`src/rtl/count_seq_monitor.sv`:
```
// ============================================================================
// Module   : count_seq_monitor
// Brief    : Watches the output of a 2-bit up-counter. It locks after
//            LOCK_CNT consecutive good steps, flags sequence errors while
//            locked, and counts 3->0 wraps while locked (saturating).
//            Optional build macro: STALL_OK_EN makes a hold (c_in == prev)
//            a neutral sample rather than a bad step.
// Revision : 1.0 - initial release
// ============================================================================
`default_nettype none

module count_seq_monitor #(
  parameter int WRAP_W   = 8,
  parameter int LOCK_CNT = 2   // legal range 1..7
) (
  input  logic              clk,
  input  logic              reset,      // synchronous, active-low
  input  logic              en,
  input  logic [1:0]        c_in,
  input  logic              clr,
  output logic              locked,
  output logic              err,
  output logic              err_pulse,
  output logic [WRAP_W-1:0] wrap_cnt,
  output logic [1:0]        state
);

  typedef enum logic [1:0] {
    S_IDLE   = 2'd0,
    S_ACQ    = 2'd1,
    S_LOCKED = 2'd2,
    S_ERROR  = 2'd3
  } state_t;

  localparam logic [2:0]        C_LOCK_CNT = 3'(LOCK_CNT);
  localparam logic [WRAP_W-1:0] C_WRAP_MAX = {WRAP_W{1'b1}};

`ifdef STALL_OK_EN
  localparam logic C_STALL_OK = 1'b1;
`else
  localparam logic C_STALL_OK = 1'b0;
`endif

  state_t            r_state;
  logic [1:0]        r_prev;
  logic [2:0]        r_lock_cnt;
  logic              r_locked;
  logic              r_err;
  logic              r_err_pulse;
  logic [WRAP_W-1:0] r_wrap_cnt;

  state_t            w_state_n;
  logic [1:0]        w_prev_n;
  logic [2:0]        w_lock_cnt_n;
  logic              w_err_n;
  logic              w_err_pulse_n;
  logic [WRAP_W-1:0] w_wrap_cnt_n;

  logic              w_good;
  logic              w_hold;
  logic              w_neutral;
  logic [2:0]        w_lock_inc;

  // 3->0 is a good step because the increment wraps in 2 bits
  assign w_good     = (c_in == (r_prev + 2'd1));
  assign w_hold     = (c_in == r_prev);
  assign w_neutral  = w_hold && C_STALL_OK;
  assign w_lock_inc = r_lock_cnt + 3'd1;

  // Next-state and next-output decode; clr wins over en and discards the sample
  always_comb begin
    w_state_n     = r_state;
    w_prev_n      = r_prev;
    w_lock_cnt_n  = r_lock_cnt;
    w_err_n       = r_err;
    w_err_pulse_n = 1'b0;
    w_wrap_cnt_n  = r_wrap_cnt;

    if (clr) begin
      w_state_n    = S_IDLE;
      w_lock_cnt_n = 3'd0;
      w_err_n      = 1'b0;
      w_wrap_cnt_n = '0;
    end else if (en) begin
      case (r_state)
        S_IDLE: begin
          // First sample only seeds prev; nothing to compare against yet
          w_prev_n     = c_in;
          w_lock_cnt_n = 3'd0;
          w_state_n    = S_ACQ;
        end
        S_ACQ: begin
          w_prev_n = c_in;
          if (w_good) begin
            w_lock_cnt_n = w_lock_inc;
            if (w_lock_inc >= C_LOCK_CNT) begin
              w_state_n = S_LOCKED;
            end
          end else if (!w_neutral) begin
            w_lock_cnt_n = 3'd0;
          end
        end
        S_LOCKED: begin
          w_prev_n = c_in;
          if (w_good) begin
            if ((r_prev == 2'd3) && (r_wrap_cnt != C_WRAP_MAX)) begin
              w_wrap_cnt_n = r_wrap_cnt + 1'b1;
            end
          end else if (!w_neutral) begin
            w_state_n     = S_ERROR;
            w_err_n       = 1'b1;
            w_err_pulse_n = 1'b1;
          end
        end
        default: begin
          // ERROR is terminal until clr or reset; prev stays frozen
        end
      endcase
    end
  end

  // State and output registers with synchronous active-low reset
  always_ff @(posedge clk) begin
    if (!reset) begin
      r_state     <= S_IDLE;
      r_prev      <= 2'd0;
      r_lock_cnt  <= 3'd0;
      r_locked    <= 1'b0;
      r_err       <= 1'b0;
      r_err_pulse <= 1'b0;
      r_wrap_cnt  <= '0;
    end else begin
      r_state     <= w_state_n;
      r_prev      <= w_prev_n;
      r_lock_cnt  <= w_lock_cnt_n;
      r_locked    <= (w_state_n == S_LOCKED);
      r_err       <= w_err_n;
      r_err_pulse <= w_err_pulse_n;
      r_wrap_cnt  <= w_wrap_cnt_n;
    end
  end

  assign state     = r_state;
  assign locked    = r_locked;
  assign err       = r_err;
  assign err_pulse = r_err_pulse;
  assign wrap_cnt  = r_wrap_cnt;

endmodule

`default_nettype wire

```
`config.mk`:
```
export PLATFORM = sky130hd
export DESIGN_NAME = count_seq_monitor
export DESIGN_NICKNAME = d
export VERILOG_FILES = /design/src/rtl/count_seq_monitor.sv
export SDC_FILE = /design/constraint.sdc
export NUM_CORES = 1
export LEC_CHECK = 0
export CAP_MARGIN = 25
export CORE_MARGIN = 2
export CORE_UTILIZATION = 48
export DETAILED_ROUTE_END_ITERATION = 8
export GPL_TIMING_DRIVEN = 0
export PLACE_DENSITY = 0.75
export SLEW_MARGIN = 10
export SYNTH_ARGS = -nofsm -noshare
export SYNTH_HDL_FRONTEND = slang
export SYNTH_SLANG_ARGS = --single-unit
```
`constraint.sdc`:
```
create_clock -name clk -period 2.2 [get_ports clk]
set_clock_uncertainty 0.1 [all_clocks]
set_input_delay 0.55 -clock clk [delete_from_list [all_inputs] [get_ports clk]]
set_output_delay 0.55 -clock clk [all_outputs]
set_load 0.1 [all_outputs]
```
Word-level counts from Yosys, hierarchy flattened
Index checks and enable logic that the tools add are counted.
{"block": "totals", "elab_cells": 41, "in_bits": 6, "ff_bits": 18}
{"block": "op_classes", "n_addsub": 3, "muxes": 9, "bitwise_logic": 5, "n_eq_ne": 6, "reduce_logical": 10, "n_lt_le_gt_ge": 1}
{"op": "$mux 2", "n": 5}
{"op": "$add 8x1->8 const B", "n": 1}
{"op": "$ne 8x8->1 const B", "n": 1}
{"op": "$eq 2x2->1 const B", "n": 3}
{"op": "$pmux 2 s3", "n": 1}
{"op": "$pmux 3 s2", "n": 1}
{"op": "$reduce_and 3->1", "n": 2}
{"op": "$not 1->1", "n": 5}
{"op": "$reduce_and 4->1", "n": 1}
{"op": "$reduce_or 4->1", "n": 1}
{"op": "$add 3x1->3 const B", "n": 1}
{"op": "$ge 3x2->1 const B", "n": 1}
{"op": "$mux 3", "n": 1}
{"op": "$reduce_or 3->1", "n": 1}
{"op": "$add 2x1->2 const B", "n": 1}
{"op": "$eq 2x1->1 const B", "n": 1}
{"op": "$eq 2x2->1", "n": 1}
{"op": "$logic_not 2->1", "n": 1}
{"op": "$reduce_and 2->1", "n": 1}
{"op": "$reduce_bool 2->1", "n": 1}
{"op": "$reduce_or 2->1", "n": 1}
{"op": "$logic_and 1x1->1", "n": 1}
{"op": "$mux 1", "n": 1}

Longest topological paths before layout
Gate-level depths: netlist (run 1).
{"block": "depth", "word_depth": 8, "ltp_mapped": 6}

Least setup slack after synthesis (run 1)
OpenSTA, ideal clock, no wires.
{"block": "synth_path", "kind": "reg2reg", "from": "register r_state[1], in the netlist state[1]", "to": "register r_wrap_cnt[2], in the netlist wrap_cnt[2]", "slack_ns": -0.190, "required_ns": 1.936, "stages_incl_launch_ff": 6, "path_buffers": 1, "period_less_slack_ns": 2.390, "arrival_ns": 2.126, "cell_sequence": "dfxtp_1 nand4b_1 or3_4 buf_2 o311ai_0 o41ai_1"}
{"block": "synth_between", "elab_chain_cells": 2}
{"item": "start: declaration", "line": "44", "source": "state_t r_state;"}
{"item": "start signal: assignment", "line": "133", "source": "r_state <= w_state_n;"}
{"item": "$eq 2x2->1", "line": "85", "source": "case (r_state)"}
{"item": "$reduce_and 4->1 (no line)"}
{"item": "end signal: assignment", "line": "139", "source": "r_wrap_cnt <= w_wrap_cnt_n;"}
{"item": "end: declaration", "line": "50", "source": "logic [WRAP_W-1:0] r_wrap_cnt;"}
Every way passes these cells.
A chain may end at the register's enable or synchronous reset.

Worst setup path after layout (run 1)
{"block": "layout_path", "from": "register r_wrap_cnt[1], in the netlist wrap_cnt[1]", "to": "output wrap_cnt[1]"}
{"item": "end: declaration", "line": "24", "source": "output logic [WRAP_W-1:0] wrap_cnt,"}
No word-level cell between the ends.

==> results of run 1 <==
[final cells by class]
| cell class | instances | area share [%] |
|---|---|---|
| Buffer | 3 | 1.09 |
| Multi-Input combinational cell | 75 | 44.6 |
| Clock buffer | 3 | 1.96 |
| Timing Repair Buffer | 18 | 16.1 |
| Inverter | 5 | 1.64 |
| Tap cell | 25 | 2.73 |
| Sequential cell | 18 | 31.8 |
[power breakdown]
| group | internal (mW) | switching (mW) |
|---|---|---|
| combinational | 0.0218 | 0.0320 |
| clock | 0.0638 | 0.100 |
| sequential | 0.329 | 0.00340 |
| total | 0.414 | 0.136 |
[state kept, by name, indices dropped and copies added (netlist names)]
name / count
locked: 1
err_pulse: 1
r_prev: 2
r_lock_cnt: 3
err: 1
wrap_cnt: 8
state: 2
[through the flow]
| stage | std cells | TNS (ps) | hold WS [ps] | worst slack, ps |
|---|---|---|---|---|
| floorplan | 101 | 0 | 366 | 4.56 |
| global placement | 144 | -2030 | 335 | -311 |
| detailed placement | 144 | -2240 | 344 | -335 |
| CTS | 147 | 0 | 365 | 2.36 |
| global route | 147 | -21.1 | 383 | -19.2 |
| finish | 147 | 0 | 361 | 60.8 |
[metal layers]
| metal | vias up | wire [um] | global-route usage (%) |
|---|---|---|---|
| li1 | 418 | - | - |
| met1 | 378 | 881 | 24.6 |
| met4 | 0 | 36 | 11.1 |
| met3 | 7 | 78 | 6.54 |
| met2 | 24 | 919 | 33.2 |
| met5 | - | 0 | 0 |
[timing repair]
action | in CTS | in global routing
hold endpoints to repair | 0 | 0
setup endpoints to repair | 14 | 8
buffers inserted | 0 | 0
pin swaps | 0 | 1
resized for setup | 29 | 7
[synth_stat cells, drive strengths merged (2+ instances only)]
| master | count |
|---|---|
| nand2b | 2 |
| o211ai | 2 |
| dfxtp | 18 |
| a31oi | 2 |
| o41ai | 2 |
| a21oi | 6 |
| or3 | 3 |
| mux2i | 3 |
| nor2b | 3 |
| clkbuf | 2 |
| ha | 4 |
| nor2 | 7 |
| or4 | 3 |
| o21ai | 5 |
| inv | 5 |
| o31ai | 3 |
| nand2 | 6 |
| nand4b | 3 |
| nor3 | 2 |
| nand3 | 4 |
| xnor2 | 2 |
[cells by family (layout without fill, tap and decap cells)]
logic type	count (synthesis)	after routing	share of synthesized area, %
buffers and inverters	8	29	3.49
xor gates and xnor gates	3	3	2.93
muxes	3	3	3.35
adders and majority gates	4	4	5.59
DFF	18	18	40.2
and+or+nand+nor	39	39	25.1
AOI/OAI and AO/OA	26	26	19.3
[final timing paths]
kind / slack, ps / to / start
worst max-delay path: 60 / wrap_cnt[1] / wrap_cnt[1]
worst min-delay path: 360 / err / err
worst max register to register: 130 / wrap_cnt[6] / r_prev[0]
worst min register to register: 360 / err / err
==> results.py, run 1 <==
metrics = {
    "run_status": {
        "outcome": "complete, no violations",
    },
    "yosys": {
        "yosysTopAreaCellShare_pct": 40.2,
        "avgSynthCellArea_um2": 8.87,
        "yosysTopAreaCell": "dfxtp_1",
        "syn_inst": 101,
        "ys_types": 36,
        "yosysWarnings": 0,
        "synth_edf_count": 0,
        "async_flop_share_pct": 0,
        "synth-main-ff-cell": "dfxtp_1",
        "synth.area.top_cells": "dfxtp_1, ha_1, a21oi_1, mux2i_1, nor2_1",
        "synthesis.nets": 111,
        "yosys_register_bits": 18,
        "synth_seq_area_share_pct": 40.2,
        "syn_area_um2": 896,
    },
    "global_route": {
        "grt_pass1_wl_um": 3200,
        "grt_usage_pct": 20.7,
        "gr-total-overflow": 0,
        "grt_max_degree": 11,
        "antenna_found_initial": 0,
        "grt_pass1_vias": 719,
    },
    "drt": {
        "first_pass_iters": 5,
        "ant_nets": 0,
        "route.vias.total": 827,
        "drt_iter0_drc": 14,
        "drc": 0,
        "wl_per_cell_um": 13.0,
        "viasPerCell": 5.63,
        "wl_um": 1920,
    },
    "die": {
        "placementRows": 15,
        "die_h_um": 47.2,
        "core_um2": 1750,
        "die_w_um": 47.2,
        "start_util_pct": 51.3,
        "ioPinCount": 19,
        "die_area_um2": 2230,
    },
    "cts": {
        "root_buffer": "clkbuf_4",
        "clk_path_buf_depth": 2,
        "ctsHoldBuffers": 0,
        "numCtsBuffers": 3,
        "clock_sinks": 18,
        "cts_tree": "done",
        "worstSkewPairLatency_ps": 290,
        "htreeDepth": 1,
        "path_clk_slew_ps": 100,
    },
    "critical_path": {
        "endpoint_kind": "output port",
        "r2r_cells": 6,
        "worstSetupStartpointType": "flip-flop",
        "worstSetupPathType": "flip-flop to output port",
        "cpPeakStageDelay_ps": 830,
        "crit_chain": "clkdlybuf4s15_1",
        "crit_buf_inv": 1,
        "critPathSlowestCell": "clkdlybuf4s15_1",
        "cp_top_family": "buffers and inverters",
        "arrival_ps": 1490,
        "crit_required_ps": 1550,
        "worst-path-stages": 1,
        "crit_fanout": 4,
    },
    "placement": {
        "io_buffers": 18,
        "gp_congestion": 0.815,
        "placed_area_um2": 1110,
        "hpwlAfterDp_um": 1380,
    },
    "cells_and_area": {
        "layout_common_cells": "dfxtp_1, nor2_1, clkdlybuf4s15_2, nand2_1, a21oi_1",
        "num-nets-final": 134,
        "fin_util_pct": 65.7,
        "diodes": 0,
        "seq_area_um2": 365,
        "drive_gt1_share_pct": 15.6,
        "syn2layout_area_growth_pct": 28.1,
        "final_common_cell": "dfxtp_1",
        "fillers": 156,
        "multi_input_area_um2": 512,
        "fin_area_um2": 1150,
    },
    "pwr": {
        "total_leakage_power_nw": 0.423,
        "power_density_nw_per_um2": 479,
        "finalPower_mw": 0.550,
        "ir_drop_v": 0.000473,
    },
    "timing": {
        "period_share_pct": 97.2,
        "worst_pin_slew_ps": 961,
        "fin_crit_ps": 2140,
        "max_slew_margin_pct": 36.2,
        "final_max_slew_viol_count": 0,
        "hold_viol": 0,
        "clock.fmax_mhz": 467,
        "finalSetupViolations": 0,
        "rsz0062_at_grt": "yes",
    },
    "job": {
        "cap_violations": 0,
    },
    "min_path": {
        "whs_path_depth": 1,
        "hold_class": "flip-flop to flip-flop",
    },
}
No activity file was read; power rests on OpenSTA's default activity.
==> run 2, diff against run 1 <==
CORE_UTILIZATION = 44   (was 48)
PLACE_DENSITY = 0.72   (was 0.75)
clock period = 1.9 ns   (was 2.2 ns; I/O delays follow)
==> results.py, run 2 (synthesized netlist as in run 1, its figures left out) <==
metrics = {
    "run_status": {
        "outcome": "finished, violations left",
        "violations": "negative setup slack",
    },
    "timing": {
        "fin_crit_ps": 1920,
        "max_slew_margin_pct": 63.3,
        "rsz0062_at_grt": "yes",
        "hold_viol": 0,
        "worst_pin_slew_ps": 553,
        "finalSetupViolations": 1,
        "fin_ws_ps": -18.1,
        "final_max_slew_viol_count": 0,
        "clock.fmax_mhz": 521,
        "period_share_pct": 101,
    },
    "drt": {
        "wl_um": 2030,
        "route.met2.wl_um": 1010,
        "ant_nets": 0,
        "wl_met3_um": 58,
        "viasPerCell": 5.61,
        "drt_iter0_drc": 8,
        "wl_per_cell_um": 13.3,
        "route.vias.total": 858,
        "wl_met1_um": 935,
        "top_layer_used": "met4",
        "drc": 0,
        "first_pass_iters": 4,
    },
    "critical_path": {
        "crit_chain": "ha_4 -> xor2_4 -> or3_4 -> or4_1 -> a21oi_1",
        "cpPeakStageDelay_ps": 470,
        "rr_startpoint": "r_prev[0]",
        "crit_fanout": 6,
        "crit_required_ps": 2030,
        "crit_buf_inv": 0,
        "critPathSlowestCell": "or4_1",
        "startpoint": "r_prev[0]",
        "worstSetupPathType": "flip-flop to flip-flop",
        "endpoint_kind": "flip-flop",
        "cp_top_family": "simple AND/OR/NAND/NOR gates",
        "worstSetupStartpointType": "flip-flop",
        "arrival_ps": 2040,
    },
    "cts": {
        "numCtsBuffers": 3,
        "clk_path_buf_depth": 2,
        "cts_tree": "done",
        "htreeDepth": 1,
        "path_clk_slew_ps": 110,
        "root_buffer": "clkbuf_4",
        "ctsHoldBuffers": 0,
        "clock_sinks": 18,
        "worstSkewPairLatency_ps": 290,
    },
    "die": {
        "die_area_um2": 2410,
        "die_w_um": 49.1,
        "core_um2": 1940,
        "ioPinCount": 19,
        "start_util_pct": 46.1,
        "die_h_um": 49.1,
        "placementRows": 16,
    },
    "pwr": {
        "ir_drop_v": 0.000309,
        "total_leakage_power_nw": 0.445,
        "finalPower_mw": 0.699,
        "power_density_nw_per_um2": 548,
    },
    "global_route": {
        "grt_max_degree": 11,
        "antenna_found_initial": 0,
        "grt_pass1_wl_um": 3440,
        "grt_usage_pct": 18.0,
        "gr-total-overflow": 0,
        "grt_pass1_vias": 853,
    },
    "cells_and_area": {
        "final_cell_count_no_fill": 153,
        "syn2layout_area_growth_pct": 42.2,
        "final_common_cell": "clkdlybuf4s15_2",
        "diodes": 0,
        "largest_reg_flops": 8,
        "fin_util_pct": 65.6,
        "drive_gt1_share_pct": 33.3,
        "num-nets-final": 137,
        "layout_common_cells": "clkdlybuf4s15_2, dfxtp_2, nor2_1",
    },
    "placement": {
        "placed_cells": 146,
        "hpwlAfterDp_um": 1370,
        "io_buffers": 18,
        "gp_congestion": 0.801,
    },
    "min_path": {
        "hold_class": "flip-flop to flip-flop",
        "min-delay-start": "err",
    },
    "job": {
        "cap_violations": 0,
    },
}
run 2: cell types whose count changed in the layout (fill, tap and decap cells not counted), moves of 2 or more:
cell             delta
clkdlybuf4s15_1     -2
dlymetal6s2s_1      -2
dfxtp_1             -8
dfxtp_4             +3
clkdlybuf4s15_2     +6
dfxtp_2             +5
buf_4               +3
run 2: layer usage:
metal  global-route usage [%]  vias up
met3                     3.68        4
met1                     20.0      410
li1                         -      425
met5                        0        -
met2                     32.4       19
met4                     8.10        0
run 2: worst paths after layout:
check | endpoint | slack (ps) | cells past startpoint
max | wrap_cnt[5] | -20 | 5
min | err | 380 | 1
max reg2reg | wrap_cnt[5] | -20 | 5
min reg2reg | err | 380 | 1
run 2: power by group:
part	switching [mW]	total, mW	internal (mW)
clock	0.119	0.235	0.117
sequential	0.00431	0.382	0.378
combinational	0.0448	0.0815	0.0367
total	0.168	0.699	0.531
run 2: layout make-up:
cell class | instances | area (um2)
clock buffer | 4 | 36.3
tap | 27 | 33.8
inverter | 5 | 18.8
fill | 171 | 668
timing repair buffer | 21 | 215
sequential | 18 | 383
buffer | 3 | 20.0
multi-input combinational | 75 | 567
run 2: worst reg2reg max path: cells and delay by family (launching register included):
kind | cells | cell delay (ps)
flops | 1 | 370
compound gates | 1 | 130
fa+ha+maj | 1 | 250
simple gates | 2 | 850
xor+xnor | 1 | 160
run 2: timing repair:
action | in CTS | in global routing
buffers inserted | 3 | 0
pin swaps | 7 | 0
setup endpoints to repair | 23 | 9
gates resized for setup | 51 | 4
run 2: stage by stage:
step	area (um2)	TNS [ps]	setup WS, ps	hold slack, ps
final	1270	-18.1	-18.1	381
after detailed placement	1150	-7970	-588	344
after global placement	1150	-7590	-547	338
after global routing	1270	-195	-76.1	414
after floorplan	933	0	7.74	366
after CTS	1260	-30.3	-16.8	385
==> edit, RTL diff (flow settings as in run 2) <==
Set the parameter `WRAP_W` to 7 (it was 8).
--- a/src/rtl/count_seq_monitor.sv
+++ b/src/rtl/count_seq_monitor.sv
@@ -10,7 +10,7 @@
 `default_nettype none
 
 module count_seq_monitor #(
-  parameter int WRAP_W   = 8,
+  parameter int WRAP_W   = 7,
   parameter int LOCK_CNT = 2   // legal range 1..7
 ) (
   input  logic              clk,
Interface: changed (resized wrap_cnt); port bits go from 19 to 18. No check against the original RTL was run, so the function may have changed too.
==> edit against run 2 <==
  * The run still ends with negative setup slack left
  * Routed wire length is 13% lower
  * Global-route usage is 0.20 points lower
  * Worst hold slack worse by 0.019 ns
  * Largest power group unchanged
  * Setup slack better by 0.0071 ns
  * Sequential cell count is 1 lower
  * Utilization is 0.79 points higher
  * Area after synthesis is 7.3% lower
  * First-iteration DRC count is 100% higher
  * Final area is 9.0% lower
  * Total power is 10% lower
  * Via count is 10% lower
  * Largest cell class unchanged
  * Combinational power is 4.8% lower
==> edit: results <==
set metrics [dict create \
    clk_pin_slew_worst_paths_ns 0.10 \
    synth_area_leaders "dfxtp_1 41%, ha_1 6.0%, nor2_1 5.0%, a21oi_1 3.6%, nand3_1 3.6%" \
    power_frac_seq_pct 57.4 \
    peakVddDrop_mv 0.3805 \
    final_nets 127 \
    antenna_found_initial 0 \
    critPathMaxFanout 8 \
    clockBufferDepth 2 \
    r2r_end "wrap_cnt[5]$_SDFFE_PP0P_" \
    synthesis.nets 103 \
    p_int_mw 0.4720 \
    total_leakage_power_nw 0.4148 \
    synth_commonest_cells "17 x dfxtp_1, 11 x nor2_1, 6 x a21oi_1, 6 x nand3_1" \
    routabilityCongestion 0.7932 \
    antenna_cells 0 \
    crit_start "r_prev[1]$_SDFFE_PN0P_" \
    status "finished with violations" \
    postRouteAntennaNets 0 \
    hold_path_class "reg2reg" \
    drt_iter0_markers 16 \
    drtPass1Iterations 4 \
    grt.total_usage_pct 17.77 \
    violations "negative setup slack" \
    crit_path_end "wrap_cnt[5]$_SDFFE_PP0P_" \
    post-place-ws_ns -0.6161 \
    cts_buffers 3 \
    seq_area_frac_synth_pct 40.96 \
    grt_pass1_wl_um 2760 \
    vias_per_cell 5.475 \
    clock_latency_ns 0.28 \
    grt_pass1_vias 652 \
    cp.arrival_ns 2.03 \
    holdPathStages 1 \
    wire_per_inst_um 12.56 \
    min_to "err$_SDFFE_PP0P_" \
    synth_cell_types 34 \
    p_comb_share_pct 12.4 \
    postPlaceCellArea_um2 1080 \
    fin_ws_ns -0.01101 \
    largest_register_ff_count 7 \
    setup-violations-final 2 \
    worstMarginPinSlew_ns 0.5436 \
    drive_gt1_share_pct 31.03 \
    min_from "err$_SDFFE_PP0P_" \
    dpl.hpwl_um 1284 \
    r2r.worst_path.cells 5 \
    grt_max_degree 11 \
    port_buffers 17 \
    yosys_warnings 0 \
]
==> edit: area by class of cell <==
cell class	count	area, um2
buffer	1	5.005
clock buffer	4	26.28
fill	159	586.8
inverter	2	7.507
multi-input combinational	72	526.8
sequential	17	359.1
tap	25	31.28
timing repair buffer	20	202.7
==> edit: repair_timing <==
action | 4_1_cts | 5_1_grt
hold endpoints to repair | 0 | 0
pin swaps | 2 | 0
endpoints found under the setup margin | 20 | 6
gates resized for setup | 42 | 3
buffers inserted | 3 | 0
==> edit: kinds of logic (layout without fill, tap and decap cells) <==
logic type      Yosys count  after routing  share of synthesized area [%]
buf+inv                   4             27                          2.108
xor+xnor                  3              3                          3.163
compound gates           23             23                          18.83
flops                    17             17                          40.96
fa+ha+maj                 4              4                          6.024
simple gates             40             40                          26.51
mux                       2              2                          2.410
==> edit: metal layers <==
metal,share of wire [%],GRT usage [%]
met3,3.7,3.396
met4,0.68,7.778
met5,0,0
met1,49,23.60
met2,46,28.11
==> edit: through the flow <==
step / util [%] / total power [mW] / hold WS (ns) / cells / TNS [ns]
4_1_cts: 65.88 / 0.6391 / 0.3704 / 141 / -0.03327
5_1_grt: 66.38 / 0.6661 / 0.3858 / 141 / -0.1446
2_1_floorplan: - / 0.4127 / 0.3662 / 93 / -0.06280
3_5_place_dp: 61.86 / 0.4373 / 0.3482 / 135 / -7.116
6_report: 66.38 / 0.6281 / 0.3616 / 141 / -0.02086
3_3_place_gp: 61.86 / 0.4368 / 0.3394 / 135 / -6.790
==> edit: worst max-delay path, stage by stage (launching register included) <==
cell	delay [ns]
dfxtp_2	0.35
ha_4	0.25
xor2_4	0.17
or3_4	0.39
or4b_1	0.47
a21oi_1	0.13
